--- config.mk ---
export PLATFORM = sky130hd
export DESIGN_NAME = mult_job_sequencer_flat
export DESIGN_NICKNAME = d
export VERILOG_FILES = /design/src/rtl/seq_mult_pkg.sv /design/src/rtl/mult_job_sequencer_if.sv /design/src/rtl/mult_operand_fifo.sv /design/src/rtl/mult_job_sequencer.sv /design/src/flat_wrapper.sv
export SDC_FILE = /design/constraint.sdc
export NUM_CORES = 1
export LEC_CHECK = 0
export ABC_AREA = 1
export CORE_MARGIN = 10
export CORE_UTILIZATION = 42
export DETAILED_ROUTE_END_ITERATION = 16
export PLACE_DENSITY = 0.66
export SETUP_SLACK_MARGIN = 0.15
export SYNTH_ARGS = -nofsm -noshare
export SYNTH_HDL_FRONTEND = slang
export SYNTH_SLANG_ARGS = --single-unit
--- constraint.sdc ---
create_clock -name clock -period 2.5 [get_ports clock]
set_input_delay 0.25 -clock clock [delete_from_list [all_inputs] [get_ports clock]]
set_output_delay 0.25 -clock clock [all_outputs]
set_load 0.05 [all_outputs]
--- src/rtl/seq_mult_pkg.sv ---
// seq_mult_pkg: definitions shared by the multiply job sequencer files.
//   default_dp_width : default operand width, matches the multiplier's dp_width
//   seq_state_t      : sequencer FSM state encoding
package seq_mult_pkg;

    localparam int unsigned default_dp_width = 4;

    typedef enum logic [1:0] {
        IDLE      = 2'd0,
        ISSUE     = 2'd1,
        WAIT_BUSY = 2'd2,
        WAIT_DONE = 2'd3
    } seq_state_t;

endpackage

--- src/rtl/mult_job_sequencer_if.sv ---
// mult_job_sequencer_if: handshake bundle around the job sequencer.
//   in_*   : operand-pair valid/ready port from the producer
//   mult_* : Start/operand outputs to, and Ready/Product inputs from, the multiplier
//   out_*  : product valid/ready port to the consumer
// slave is the sequencer's view; master is the surrounding environment's view.
interface mult_job_sequencer_if #(
    parameter int unsigned dp_width = 4
);
    logic                  in_valid;
    logic                  in_ready;
    logic [dp_width-1:0]   in_multiplicand;
    logic [dp_width-1:0]   in_multiplier;
    logic                  mult_start;
    logic [dp_width-1:0]   mult_multiplicand;
    logic [dp_width-1:0]   mult_multiplier;
    logic                  mult_ready;
    logic [2*dp_width-1:0] mult_product;
    logic                  out_valid;
    logic                  out_ready;
    logic [2*dp_width-1:0] out_product;

    modport slave (
        input  in_valid, in_multiplicand, in_multiplier, mult_ready, mult_product, out_ready,
        output in_ready, mult_start, mult_multiplicand, mult_multiplier, out_valid, out_product
    );

    modport master (
        output in_valid, in_multiplicand, in_multiplier, mult_ready, mult_product, out_ready,
        input  in_ready, mult_start, mult_multiplicand, mult_multiplier, out_valid, out_product
    );
endinterface

--- src/rtl/mult_operand_fifo.sv ---
// mult_operand_fifo: synchronous FIFO holding packed operand pairs.
//   clock, reset : rising-edge clock, synchronous active-high reset (empties FIFO)
//   push, pop    : write / read requests; ignored when full / empty
//   push_data    : word written on push
//   full, empty  : status derived from the registered pointers only
//   head         : oldest word, valid while !empty
module mult_operand_fifo #(
    parameter int unsigned width = 8,
    parameter int unsigned depth = 4
) (
    input  logic             clock,
    input  logic             reset,
    input  logic             push,
    input  logic             pop,
    input  logic [width-1:0] push_data,
    output logic             full,
    output logic             empty,
    output logic [width-1:0] head
);
    localparam int unsigned aw = $clog2(depth);

    logic [width-1:0] mem [depth];
    logic [aw:0]      wr_ptr;
    logic [aw:0]      rd_ptr;

    // The extra MSB on each pointer tells full from empty when the indices match.
    assign empty = (wr_ptr == rd_ptr);
    assign full  = (wr_ptr[aw] != rd_ptr[aw]) && (wr_ptr[aw-1:0] == rd_ptr[aw-1:0]);
    assign head  = mem[rd_ptr[aw-1:0]];

    always_ff @(posedge clock) begin
        if (reset) begin
            wr_ptr <= '0;
            rd_ptr <= '0;
        end else begin
            if (push && !full) begin
                mem[wr_ptr[aw-1:0]] <= push_data;
                wr_ptr              <= wr_ptr + 1'b1;
            end
            if (pop && !empty) begin
                rd_ptr <= rd_ptr + 1'b1;
            end
        end
    end
endmodule

--- src/rtl/mult_job_sequencer.sv ---
// mult_job_sequencer: feeds operand pairs to a sequential multiplier one job at a time.
//   clock, reset : rising-edge clock, synchronous active-high reset
//   bus (slave)  : in_* producer port (in_ready = !full), mult_* multiplier
//                  handshake (one-cycle registered Start, held operands),
//                  out_* registered product port
// Results leave in push order; at most one job is in flight.
module mult_job_sequencer
    import seq_mult_pkg::*;
#(
    parameter int unsigned dp_width   = default_dp_width,
    parameter int unsigned fifo_depth = 4
) (
    input  logic                 clock,
    input  logic                 reset,
    mult_job_sequencer_if.slave  bus
);
    seq_state_t            state;
    logic                  fifo_full;
    logic                  fifo_empty;
    logic                  fifo_pop;
    logic                  capture;
    logic [2*dp_width-1:0] fifo_head;
    logic                  start_q;
    logic [dp_width-1:0]   mcand_q;
    logic [dp_width-1:0]   mplier_q;
    logic                  out_valid_q;
    logic [2*dp_width-1:0] out_product_q;

    mult_operand_fifo #(
        .width (2*dp_width),
        .depth (fifo_depth)
    ) u_fifo (
        .clock     (clock),
        .reset     (reset),
        .push      (bus.in_valid),
        .pop       (fifo_pop),
        .push_data ({bus.in_multiplicand, bus.in_multiplier}),
        .full      (fifo_full),
        .empty     (fifo_empty),
        .head      (fifo_head)
    );

    assign fifo_pop = (state == IDLE) && !fifo_empty && bus.mult_ready;
    // Stalling in WAIT_DONE is lossless: the idle multiplier holds Product.
    assign capture  = (state == WAIT_DONE) && bus.mult_ready && (!out_valid_q || bus.out_ready);

    always_ff @(posedge clock) begin
        if (reset) begin
            state         <= IDLE;
            start_q       <= 1'b0;
            mcand_q       <= '0;
            mplier_q      <= '0;
            out_valid_q   <= 1'b0;
            out_product_q <= '0;
        end else begin
            start_q <= 1'b0;
            case (state)
                IDLE: begin
                    if (fifo_pop) begin
                        {mcand_q, mplier_q} <= fifo_head;
                        start_q             <= 1'b1;
                        state               <= ISSUE;
                    end
                end
                ISSUE:     state <= WAIT_BUSY;
                WAIT_BUSY: if (!bus.mult_ready) state <= WAIT_DONE;
                WAIT_DONE: begin
                    if (capture) begin
                        out_product_q <= bus.mult_product;
                        state         <= IDLE;
                    end
                end
                default:   state <= IDLE;
            endcase
            // A capture in the same cycle as consumption keeps out_valid set.
            if (capture) begin
                out_valid_q <= 1'b1;
            end else if (out_valid_q && bus.out_ready) begin
                out_valid_q <= 1'b0;
            end
        end
    end

    assign bus.in_ready          = !fifo_full;
    assign bus.mult_start        = start_q;
    assign bus.mult_multiplicand = mcand_q;
    assign bus.mult_multiplier   = mplier_q;
    assign bus.out_valid         = out_valid_q;
    assign bus.out_product       = out_product_q;
endmodule

--- src/flat_wrapper.sv ---
// flat-port wrapper written by rule: the top's interface ports become plain ports
module mult_job_sequencer_flat import seq_mult_pkg::*;
#(
    parameter int unsigned dp_width   = default_dp_width,
    parameter int unsigned fifo_depth = 4
)
  (clock, reset, bus_in_valid, bus_in_multiplicand, bus_in_multiplier, bus_mult_ready, bus_mult_product, bus_out_ready, bus_in_ready, bus_mult_start, bus_mult_multiplicand, bus_mult_multiplier, bus_out_valid, bus_out_product);
  mult_job_sequencer_if #(.dp_width(dp_width)) bus_i ();
  input  logic clock;
  input  logic reset;
  input wire logic [$bits(bus_i.in_valid)-1:0] bus_in_valid;
  input wire logic [$bits(bus_i.in_multiplicand)-1:0] bus_in_multiplicand;
  input wire logic [$bits(bus_i.in_multiplier)-1:0] bus_in_multiplier;
  input wire logic [$bits(bus_i.mult_ready)-1:0] bus_mult_ready;
  input wire logic [$bits(bus_i.mult_product)-1:0] bus_mult_product;
  input wire logic [$bits(bus_i.out_ready)-1:0] bus_out_ready;
  output wire logic [$bits(bus_i.in_ready)-1:0] bus_in_ready;
  output wire logic [$bits(bus_i.mult_start)-1:0] bus_mult_start;
  output wire logic [$bits(bus_i.mult_multiplicand)-1:0] bus_mult_multiplicand;
  output wire logic [$bits(bus_i.mult_multiplier)-1:0] bus_mult_multiplier;
  output wire logic [$bits(bus_i.out_valid)-1:0] bus_out_valid;
  output wire logic [$bits(bus_i.out_product)-1:0] bus_out_product;
  assign bus_i.in_valid = bus_in_valid;
  assign bus_i.in_multiplicand = bus_in_multiplicand;
  assign bus_i.in_multiplier = bus_in_multiplier;
  assign bus_i.mult_ready = bus_mult_ready;
  assign bus_i.mult_product = bus_mult_product;
  assign bus_i.out_ready = bus_out_ready;
  assign bus_in_ready = bus_i.in_ready;
  assign bus_mult_start = bus_i.mult_start;
  assign bus_mult_multiplicand = bus_i.mult_multiplicand;
  assign bus_mult_multiplier = bus_i.mult_multiplier;
  assign bus_out_valid = bus_i.out_valid;
  assign bus_out_product = bus_i.out_product;
  mult_job_sequencer #(.dp_width(dp_width), .fifo_depth(fifo_depth)) u_core (.clock(clock), .reset(reset), .bus(bus_i));
endmodule
==> run summary, run 1 <==
First-pass GRT wire length -> 7721 µm
Synth top cells by count -> nor2_1 (58), edfxtp_1 (32), o21ai_0 (29)
Area Growth Syn to Fin -> 27.40%
Num CTS Buffers -> 9
Register area share after synthesis -> 0.6238
Psw -> 0.001013 W
Crit path required time -> 2.25 ns
ANT cells -> 0
Post-Syn Nets -> 261
Pleak -> 1.150 nW
Most frequent cell after synthesis -> nor2_1
Post-Syn Area per Cell -> 10.28 µm²
Tot GR Track Use -> 0.1104
DRC violations left -> 0
Register bit total from synthesis -> 58
CP Data Arrival Time -> 1.79 ns
Synth top area share -> 0.4046
Final Wtd Congestion -> 0.7324
Clock root buffer -> clkbuf_8
Final wirelength -> 4718 µm
Routed len/inst -> 13.25 µm
Final Util -> 0.5494
Largest fanout on the critical path -> 11
Mapped cell area -> 0.002375 mm²
Synth warn -> 0
Worst path slowest cell -> dfxtp_1
Die area -> 0.009062 mm²
Initial DRC count -> 132
Sw Share -> 0.3487
Critical Path Start Type -> flip-flop
Nets@finish -> 309
Ranking of synthesized cells by area -> edfxtp_1 (40%), dfxtp_1 (22%), nor2_1 (9.2%)
Number of max-cap violations -> 0
Worst-Skew Late Latency -> 0.33 ns
Crit end category -> output port
Pre-antenna DRT Iters -> 4
Worst slew pin tran -> 0.5424 ns
H-tree depth -> 3
Worst hold path type -> reg -> reg
Post-synth EDFFs -> 32
Top_reg_cell synth -> edfxtp_1
Internal power -> 0.001892 W
Starting density of the core -> 0.4313
Outcome -> finished clean
DR vias -> 1,664
Critical path cell sequence -> inv_6, nand2_2, nand2_2, nand3b_1, dlygate4sd2_1
CTS tree -> done
Hold Vio Cnt, Final -> 0
Syn Inst Count -> 231
Routed Antenna Nets -> 0
Total grt overflow -> 0
Slew Limit Fails -> 0
Crit path max-delay family -> buffers and inverters
Register clock-pin slew on the reported worst setup and hold paths -> 0.06 ns
Yosys cell types -> 25
Die width -> 95.20 µm
Post-Route Setup TNS -> 0 ns
Crit path top cell by count -> nand2_2
Layout cells sized above 1 -> 0.1056
Clk buf depth -> 2
Slowest cell delay on critical path -> 0.58 ns
DP HPWL -> 3298 µm
Clock period minus worst slack -> 2.037 ns
Die Height -> 95.20 µm
Part of the power in registers -> 0.408
Vias per cell -> 4.674
Port Buf Inserts -> 39
Maximum VDD drop -> 0.0004607 V
Worst Skew -> 0.008033 ns
Logic gate share of total power -> 0.315
Vias in the first global route -> 1,660
Final setup violation count -> 0
Period utilization -> 0.8149
Hold buffer count at CTS -> 0
Rel. slew slack -> 0.6373
I/O pin count -> 40
Async SR Flop Fraction -> 0
Core box area -> 0.005507 mm²
Worst path bufs/invs -> 2
Largest net degree at the start of global routing -> 24
Initial antenna violation count -> 0
Power share of the clock group -> 0.277
# rows -> 27
Setup CP Type -> reg -> out
P per Cell Area -> 960.3 mW/mm²
Cell accounting for the most synthesized area -> edfxtp_1
Fmax -> 490.9 MHz
# clock sinks -> 58
RSZ-0062 raised after global routing -> no
## cell families (layout without fill, tap and decap cells)
kind of cell	after synthesis	count (layout)	synth area share
AND/OR/NAND/NOR	82	82	0.1428
AO/OA/AOI/OAI	53	53	0.1170
XOR/XNOR	2	2	0.01054
flip-flops	58	58	0.6238
adder cells (fa/ha/maj)	9	9	0.04742
buffers and inverters	27	80	0.05848
## cell type report
type,instances,area (µm²)
fill,483,2481
multi-input combinational,146,754.5
inverter,19,78.83
clock buffer,11,131.4
sequential,58,1481
tap,72,90.09
clock inverter,5,55.05
timing repair buffer,45,434.2
## through the flow
stage	worst slack, ns	hold WS (ns)	instances	power (W)	area (µm²)
finish	0.4627	0.4843	356	0.002905	3025
global route	0.3543	0.5007	356	0.003089	3025
CTS	0.4279	0.4876	356	0.002936	3025
detailed placement	0.4937	0.4728	340	0.002126	2840
global placement	0.5276	0.4607	340	0.002106	2840
floorplan	0.3757	0.3191	231	0.001890	2375
## state kept, by name (all words and copies together) (netlist names)
signal / flops
u_core.u_fifo.mem: 32
u_core.bus.out_product: 8
u_core.bus.mult_multiplicand: 4
u_core.bus.mult_multiplier: 4
u_core.u_fifo.rd_ptr: 3
u_core.u_fifo.wr_ptr: 3
u_core.state: 2
u_core.bus.mult_start: 1
u_core.bus.out_valid: 1
## power groups by stage
stage | logic (W) | clock network [W] | registers [W]
2_1_floorplan | 0.000512 | 0 | 0.00138
3_3_place_gp | 0.000906 | 0 | 0.00120
3_5_place_dp | 0.000918 | 0 | 0.00121
4_1_cts | 0.000921 | 0.000829 | 0.00119
5_1_grt | 0.00102 | 0.000871 | 0.00120
6_report | 0.000916 | 0.000804 | 0.00119
## worst register-to-register path, cell delays in order (launching register included)
cell      delay, ns
dfxtp_1        0.58
inv_6          0.09
nand2_2        0.08
nand2_2        0.05
nand3b_1       0.12
nand2_2        0.10
inv_1          0.08
nand2_1        0.10
nor2_1         0.12
buf_4          0.18
## cells in the final DEF (no fill, tap or decap), types with 6 or more instances in the layout
| cell | count |
|---|---|
| ha_1 | 9 |
| o21ai_0 | 29 |
| clkdlybuf4s50_1 | 38 |
| buf_4 | 6 |
| nor2_1 | 58 |
| clkbuf_8 | 9 |
| edfxtp_1 | 32 |
| dfxtp_1 | 26 |
| inv_1 | 16 |
| o22ai_1 | 8 |
| a21oi_1 | 8 |
| nand2_1 | 14 |
| o21ai_1 | 7 |
## worst paths after layout
check / start / end / slack, ns / cells past startpoint
setup / recovery: u_core.u_fifo.rd_ptr[1]$_SDFFE_PP0P_ / bus_in_ready / 0.46 / 5
hold / removal: u_core.bus.out_product[6]$_SDFFE_PP0P_ / u_core.bus.out_product[6]$_SDFFE_PP0P_ / 0.48 / 2
setup reg to reg: u_core.u_fifo.rd_ptr[1]$_SDFFE_PP0P_ / u_core.u_fifo.mem[2][4]$_DFFE_PP_ / 0.71 / 9
hold reg to reg: u_core.bus.out_product[6]$_SDFFE_PP0P_ / u_core.bus.out_product[6]$_SDFFE_PP0P_ / 0.48 / 2
## per-layer routing
layer	up-vias	routed length, µm	track usage
met4	0	95	0.06608
li1	870	-	-
met5	-	0	0
met1	730	2138	0.1332
met3	8	459	0.03535
met2	56	2025	0.1688
## what timing repair did
action | in CTS | in global routing
buffers inserted | 0 | 0
endpoints found under the setup margin | 1 | 0
gates resized for setup | 1 | 0
Power figures use the tool's default switching activity.
==> inputs of run 2 (changes only) <==
Settings changed: PLACE_DENSITY 0.66 to 0.68.
Clock period 2.5 ns to 1.87 ns, I/O delays scaled along.
==> run 2 against run 1 <==
Worst hold slack got worse by 0.0095 ns. Global-route usage rose by 1.2 points. Cell area rose by 2.7%. Critical path type unchanged.
==> run summary, run 2 (synthesis gave the netlist of run 1 again) <==
Slew Limit Fails -> 0 (unchanged)
Port Buf Inserts -> 39 (unchanged)
Nets@finish -> 311 (was 309)
Final setup violation count -> 0 (unchanged)
Layout cells sized above 1 -> 0.1538 (was 0.1056)
Fmax -> 595.6 MHz
Clk buf depth -> 2 (unchanged)
Sw Share -> 0.3523 (was 0.3487)
H-tree depth -> 3 (unchanged)
Worst slew pin tran -> 0.5515 ns (was 0.5424 ns)
Largest net degree at the start of global routing -> 24 (unchanged)
Layout Cells excl Fill -> 358 (was 356)
Starting density of the core -> 0.4313 (unchanged)
Worst path slowest cell -> clkdlybuf4s50_1 (was dfxtp_1)
Num CTS Buffers -> 9 (unchanged)
Register clock-pin slew on the reported worst setup and hold paths -> 0.07 ns (was 0.06 ns)
Initial antenna violation count -> 0 (unchanged)
Worst hold path type -> in -> reg (was reg -> reg)
DRC violations left -> 0 (unchanged)
Slowest cell delay on critical path -> 0.83 ns (was 0.58 ns)
# rows -> 27 (unchanged)
ANT cells -> 0 (unchanged)
Hold Vio Cnt, Final -> 0 (unchanged)
Worst Skew -> 0.006219 ns (was 0.008033 ns)
Area Growth Syn to Fin -> 30.82% (was 27.40%)
Core box area -> 0.005507 mm² (unchanged)
I/O pin count -> 40 (unchanged)
Period utilization -> 0.8978
Pleak -> 1.263 nW (was 1.150 nW)
Pre-antenna DRT Iters -> 4 (unchanged)
Crit path max-delay family -> buffers and inverters (unchanged)
Worst path bufs/invs -> 1 (was 2)
# clock sinks -> 58 (unchanged)
Die area -> 0.009062 mm² (unchanged)
Number of max-cap violations -> 0 (unchanged)
Vias in the first global route -> 1,665 (was 1,660)
Final Util -> 0.5642 (was 0.5494)
Fillers -> 484 (was 483)
Most common cell after layout, fill and taps aside -> nor2_1 (unchanged)
Clock period minus worst slack -> 1.679 ns
Most frequent cells in the layout -> nor2_1 (54), clkdlybuf4s50_1 (33), edfxtp_1 (32) (was nor2_1 (58), clkdlybuf4s50_1 (38), edfxtp_1 (32))
Routed len/inst -> 15.03 µm (was 13.25 µm)
Critical path cell sequence -> clkdlybuf4s50_1 (was inv_6, nand2_2, nand2_2, nand3b_1, dlygate4sd2_1)
Tot GR Track Use -> 0.1220 (was 0.1104)
Psw -> 0.001390 W (was 0.001013 W)
CTS tree -> done (unchanged)
Setup ws final -> 0.1911 ns (was 0.4627 ns)
Setup CP Type -> reg -> out (unchanged)
Number of flip-flops in the largest register -> 32 (unchanged)
DR vias -> 1,763 (was 1,664)
Final Wtd Congestion -> 0.7903 (was 0.7324)
P per Cell Area -> 1270 mW/mm² (was 960.3 mW/mm²)
CP Data Arrival Time -> 1.49 ns (was 1.79 ns)
Largest fanout on the critical path -> 2 (was 11)
RSZ-0062 raised after global routing -> no (unchanged)
Vias per cell -> 4.925 (was 4.674)
Routed Antenna Nets -> 0 (unchanged)
Power share of the clock group -> 0.274 (was 0.277)
Maximum VDD drop -> 0.0004977 V (was 0.0004607 V)
Die width -> 95.20 µm (unchanged)
Outcome -> finished clean (unchanged)
Rel. slew slack -> 0.6318 (was 0.6373)
Placement Setup Slack -> 0.1658 ns (was 0.4937 ns)
Internal power -> 0.002555 W (was 0.001892 W)
Clock root buffer -> clkbuf_8 (unchanged)
Total grt overflow -> 0 (unchanged)
Logic gate share of total power -> 0.326 (was 0.315)
Die Height -> 95.20 µm (unchanged)
Initial DRC count -> 95 (was 132)
Part of the power in registers -> 0.400 (was 0.408)
Crit end category -> output port (unchanged)
Final wirelength -> 5382 µm (was 4718 µm)
Worst-Skew Late Latency -> 0.34 ns (was 0.33 ns)
Crit path required time -> 1.68 ns (was 2.25 ns)
First-pass GRT wire length -> 8266 µm (was 7721 µm)
Placed cell count -> 337 (was 340)
Critical Path Start Type -> flip-flop (unchanged)
DP HPWL -> 3894 µm (was 3298 µm)
## run 2: cell count changes in the layout (fill, tap and decap cells not counted), sizes merged
cell           change
buf                +3
clkbuf             -1
clkdlybuf4s50      -5
clkinv             +2
clkinvlp           -1
dlygate4sd2        -1
dlymetal6s2s       +5
## run 2: power by group through the flow
stage | clock network [W] | registers [W] | logic, W
floorplan | 0 | 0.00184 | 0.000697
global placement | 0 | 0.00161 | 0.00124
detailed placement | 0 | 0.00161 | 0.00125
CTS | 0.00112 | 0.00158 | 0.00126
global route | 0.00117 | 0.00160 | 0.00142
finish | 0.00108 | 0.00158 | 0.00129
## run 2: metrics by stage
step	power, W	hold slack [ns]	TNS (ns)	cell area (µm²)
final	0.003945	0.4747	0	3107
after global routing	0.004190	0.5019	0	3107
after CTS	0.003960	0.4673	0	3052
after detailed placement	0.002865	0.4721	0	2867
after global placement	0.002842	0.4608	0	2867
after floorplan	0.002541	0.2561	-0.1762	2414
## run 2: layout make-up
class                      instances  area, µm²  area share
sequential                        58       1488      0.4789
multi-input combinational        146      792.0      0.2549
timing repair buffer              47      473.0      0.1522
clock buffer                      10      127.6     0.04108
tap                               72      90.09     0.02900
inverter                          19      78.83     0.02537
clock inverter                     6      57.56     0.01853
## run 2: what timing repair did
item	in CTS	in global routing
endpoints found under the setup margin	0	37
setup buffers	0	5
hold buffers	0	0
resized for setup	0	9
## run 2: path summary, 6_finish.rpt
check / endpoint / slack [ns] / cells after the start / start
worst max-delay path: bus_mult_multiplier[3] / 0.19 / 1 / u_core.bus.mult_multiplier[3]$_SDFFE_PP0P_
worst min-delay path: u_core.bus.mult_start$_SDFF_PP0_ / 0.47 / 2 / reset
worst min register to register: u_core.bus.mult_multiplier[0]$_SDFFE_PP0P_ / 0.47 / 2 / u_core.bus.mult_multiplier[0]$_SDFFE_PP0P_
worst max register to register: u_core.u_fifo.mem[2][3]$_DFFE_PP_ / 0.26 / 8 / u_core.u_fifo.rd_ptr[2]$_SDFFE_PP0P_
## run 2: layer usage
layer | vias up | global-route usage | part of all wire
met1 | 799 | 0.1370 | 0.43
met3 | 17 | 0.05734 | 0.091
met4 | 0 | 0.06110 | 0.026
met2 | 66 | 0.1909 | 0.45
met5 | - | 0 | 0
li1 | 881 | - | -
==> inputs of run 3 (changes only) <==
Settings changed: CORE_UTILIZATION 42 to 47, PLACE_DENSITY 0.68 to 0.75, SLEW_MARGIN set to 20.
==> run 3 against run 2 <==
First-iteration DRC count is 7.4% lower. Largest cell class unchanged. Sequential share of layout area is 0.87 points lower. Critical path type unchanged. Worst hold slack better by 0.0064 ns.
==> run summary, run 3 (synthesis gave the netlist of run 1 again) <==
Outcome -> finished clean (unchanged)
Part of the power in registers -> 0.368 (was 0.400)
First-pass GRT wire length -> 8266 µm (unchanged)
Die width -> 91.08 µm (was 95.20 µm)
Vias in the first global route -> 1,707 (was 1,665)
Setup CP Type -> reg -> out (unchanged)
Initial antenna violation count -> 0 (unchanged)
Num CTS Buffers -> 9 (unchanged)
Pre-antenna DRT Iters -> 5 (was 4)
Worst path slowest cell -> clkdlybuf4s50_1 (unchanged)
H-tree depth -> 3 (unchanged)
Slowest cell delay on critical path -> 0.83 ns (about the same)
Worst-Skew Late Latency -> 0.34 ns (about the same)
Fmax -> 593.3 MHz (was 595.6 MHz)
Final Wtd Congestion -> 0.8642 (was 0.7903)
Clk buf depth -> 2 (unchanged)
Most frequent cells in the layout -> nor2_1 (54), clkdlybuf4s50_1 (36), edfxtp_1 (32) (was nor2_1 (54), clkdlybuf4s50_1 (33), edfxtp_1 (32))
Power share of the clock group -> 0.341 (was 0.274)
Period utilization -> 0.9013 (was 0.8978)
Total grt overflow -> 0 (unchanged)
PnR Total Power -> 0.004324 W (was 0.003945 W)
Number of max-cap violations -> 0 (unchanged)
DR vias -> 1,719 (was 1,763)
Logic gate share of total power -> 0.291 (was 0.326)
Sequential Area -> 0.001488 mm² (unchanged)
Final wirelength -> 5280 µm (was 5382 µm)
Most common cell after layout, fill and taps aside -> nor2_1 (unchanged)
CTS tree -> done (unchanged)
Area Growth Syn to Fin -> 33.25% (was 30.82%)
Hold Vio Cnt, Final -> 0 (unchanged)
Starting density of the core -> 0.4930 (was 0.4313)
Largest net degree at the start of global routing -> 24 (unchanged)
Flop2flop setup slack -> 0.26 ns (about the same)
Port Buf Inserts -> 39 (unchanged)
Routed len/inst -> 15.00 µm (was 15.03 µm)
Sw Share -> 0.3181 (was 0.3523)
Maximum VDD drop -> 0.0005959 V (was 0.0004977 V)
Die area -> 0.008296 mm² (was 0.009062 mm²)
Worst slew pin tran -> 0.5386 ns (was 0.5515 ns)
Worst path bufs/invs -> 1 (unchanged)
DRC violations left -> 0 (unchanged)
Vias per cell -> 4.884 (was 4.925)
DP HPWL -> 3885 µm (was 3894 µm)
Register clock-pin slew on the reported worst setup and hold paths -> 0.06 ns (was 0.07 ns)
Internal power -> 0.002948 W (was 0.002555 W)
Area of the multi-input gates -> 794.5 µm² (was 792.0 µm²)
Nets@finish -> 311 (unchanged)
I/O pin count -> 40 (unchanged)
Clock period minus worst slack -> 1.685 ns (was 1.679 ns)
Core box area -> 0.004817 mm² (was 0.005507 mm²)
Psw -> 0.001375 W (was 0.001390 W)
Largest fanout on the critical path -> 2 (unchanged)
Post-Route Setup TNS -> 0 ns (unchanged)
Layout cells sized above 1 -> 0.1579 (was 0.1538)
Worst Skew -> 0.006956 ns (was 0.006219 ns)
Critical Path Start Type -> flip-flop (unchanged)
Initial DRC count -> 88 (was 95)
CP Data Arrival Time -> 1.50 ns (was 1.49 ns)
Crit path required time -> 1.68 ns (about the same)
Crit end category -> output port (unchanged)
Rel. slew slack -> 0.6404 (was 0.6318)
# clock sinks -> 58 (unchanged)
Hold_ws -> 0.4812 ns (was 0.4747 ns)
Final setup violation count -> 0 (unchanged)
Fillers -> 407 (was 484)
Die Height -> 91.08 µm (was 95.20 µm)
# rows -> 25 (was 27)
Pleak -> 1.246 nW (was 1.263 nW)
ANT cells -> 0 (unchanged)
Critical path cell sequence -> clkdlybuf4s50_1 (unchanged)
Tot GR Track Use -> 0.1263 (was 0.1220)
Routed Antenna Nets -> 0 (unchanged)
Clock root buffer -> clkbuf_8 (unchanged)
Worst hold path type -> reg -> reg (was in -> reg)
Crit path max-delay family -> buffers and inverters (unchanged)
P per Cell Area -> 1366 mW/mm² (was 1270 mW/mm²)
Number of flip-flops in the largest register -> 32 (unchanged)
Slew Limit Fails -> 0 (unchanged)
RSZ-0062 raised after global routing -> no (unchanged)
## run 3: cell count changes in the layout (fill, tap and decap cells not counted), sizes merged
cell           before  now
clkbuf             10    9
dlymetal6s2s        5    2
clkdlybuf4s50      33   36
bufinv              1    4
clkinv              4    2
clkinvlp            1    0
## run 3: cell type report
type	instances	area share
clock buffer	9	0.03915
clock inverter	6	0.04112
inverter	19	0.02491
multi-input combinational	146	0.2511
sequential	58	0.4701
tap	67	0.02649
timing repair buffer	47	0.1471
## run 3: path summary, 6_finish.rpt
path	startpoint	to	depth (start not counted)
setup / recovery	u_core.bus.mult_multiplier[0]$_SDFFE_PP0P_	bus_mult_multiplier[0]	1
hold / removal	u_core.bus.out_product[0]$_SDFFE_PP0P_	u_core.bus.out_product[0]$_SDFFE_PP0P_	2
setup reg to reg	u_core.u_fifo.rd_ptr[1]$_SDFFE_PP0P_	u_core.u_fifo.mem[1][5]$_DFFE_PP_	8
hold reg to reg	u_core.bus.out_product[0]$_SDFFE_PP0P_	u_core.bus.out_product[0]$_SDFFE_PP0P_	2
## run 3: repair_timing
action                     CTS  global route
hold buffers                 0             0
setup endpoints to repair    0            34
buffers inserted             0             5
gates resized for setup      0             7
## run 3: per-stage QoR
| stage | instance area, µm² | setup slack (ns) | std cells | util |
|---|---|---|---|---|
| 6_report | 3164 | 0.1846 | 352 | 0.6569 |
| 5_1_grt | 3164 | 0.1385 | 352 | 0.6569 |
| 4_1_cts | 3114 | 0.1797 | 347 | 0.6465 |
| 3_5_place_dp | 2860 | 0.1830 | 332 | 0.5938 |
| 3_3_place_gp | 2860 | 0.2339 | 332 | 0.5938 |
| 2_1_floorplan | 2414 | -0.02202 | 231 | - |
## run 3: power by group through the flow
stage	clock network [W]	registers [W]	logic, W
6_report	0.00148	0.00159	0.00126
4_1_cts	0.00150	0.00159	0.00125
2_1_floorplan	0	0.00184	0.000697
3_3_place_gp	0	0.00161	0.00123
3_5_place_dp	0	0.00161	0.00124
5_1_grt	0.00157	0.00161	0.00139
## run 3: routing by layer
metal,global-route usage,wire length [µm]
met1,0.1481,2414
met5,0,0
met4,0.08094,103
met2,0.1921,2381
met3,0.04527,380
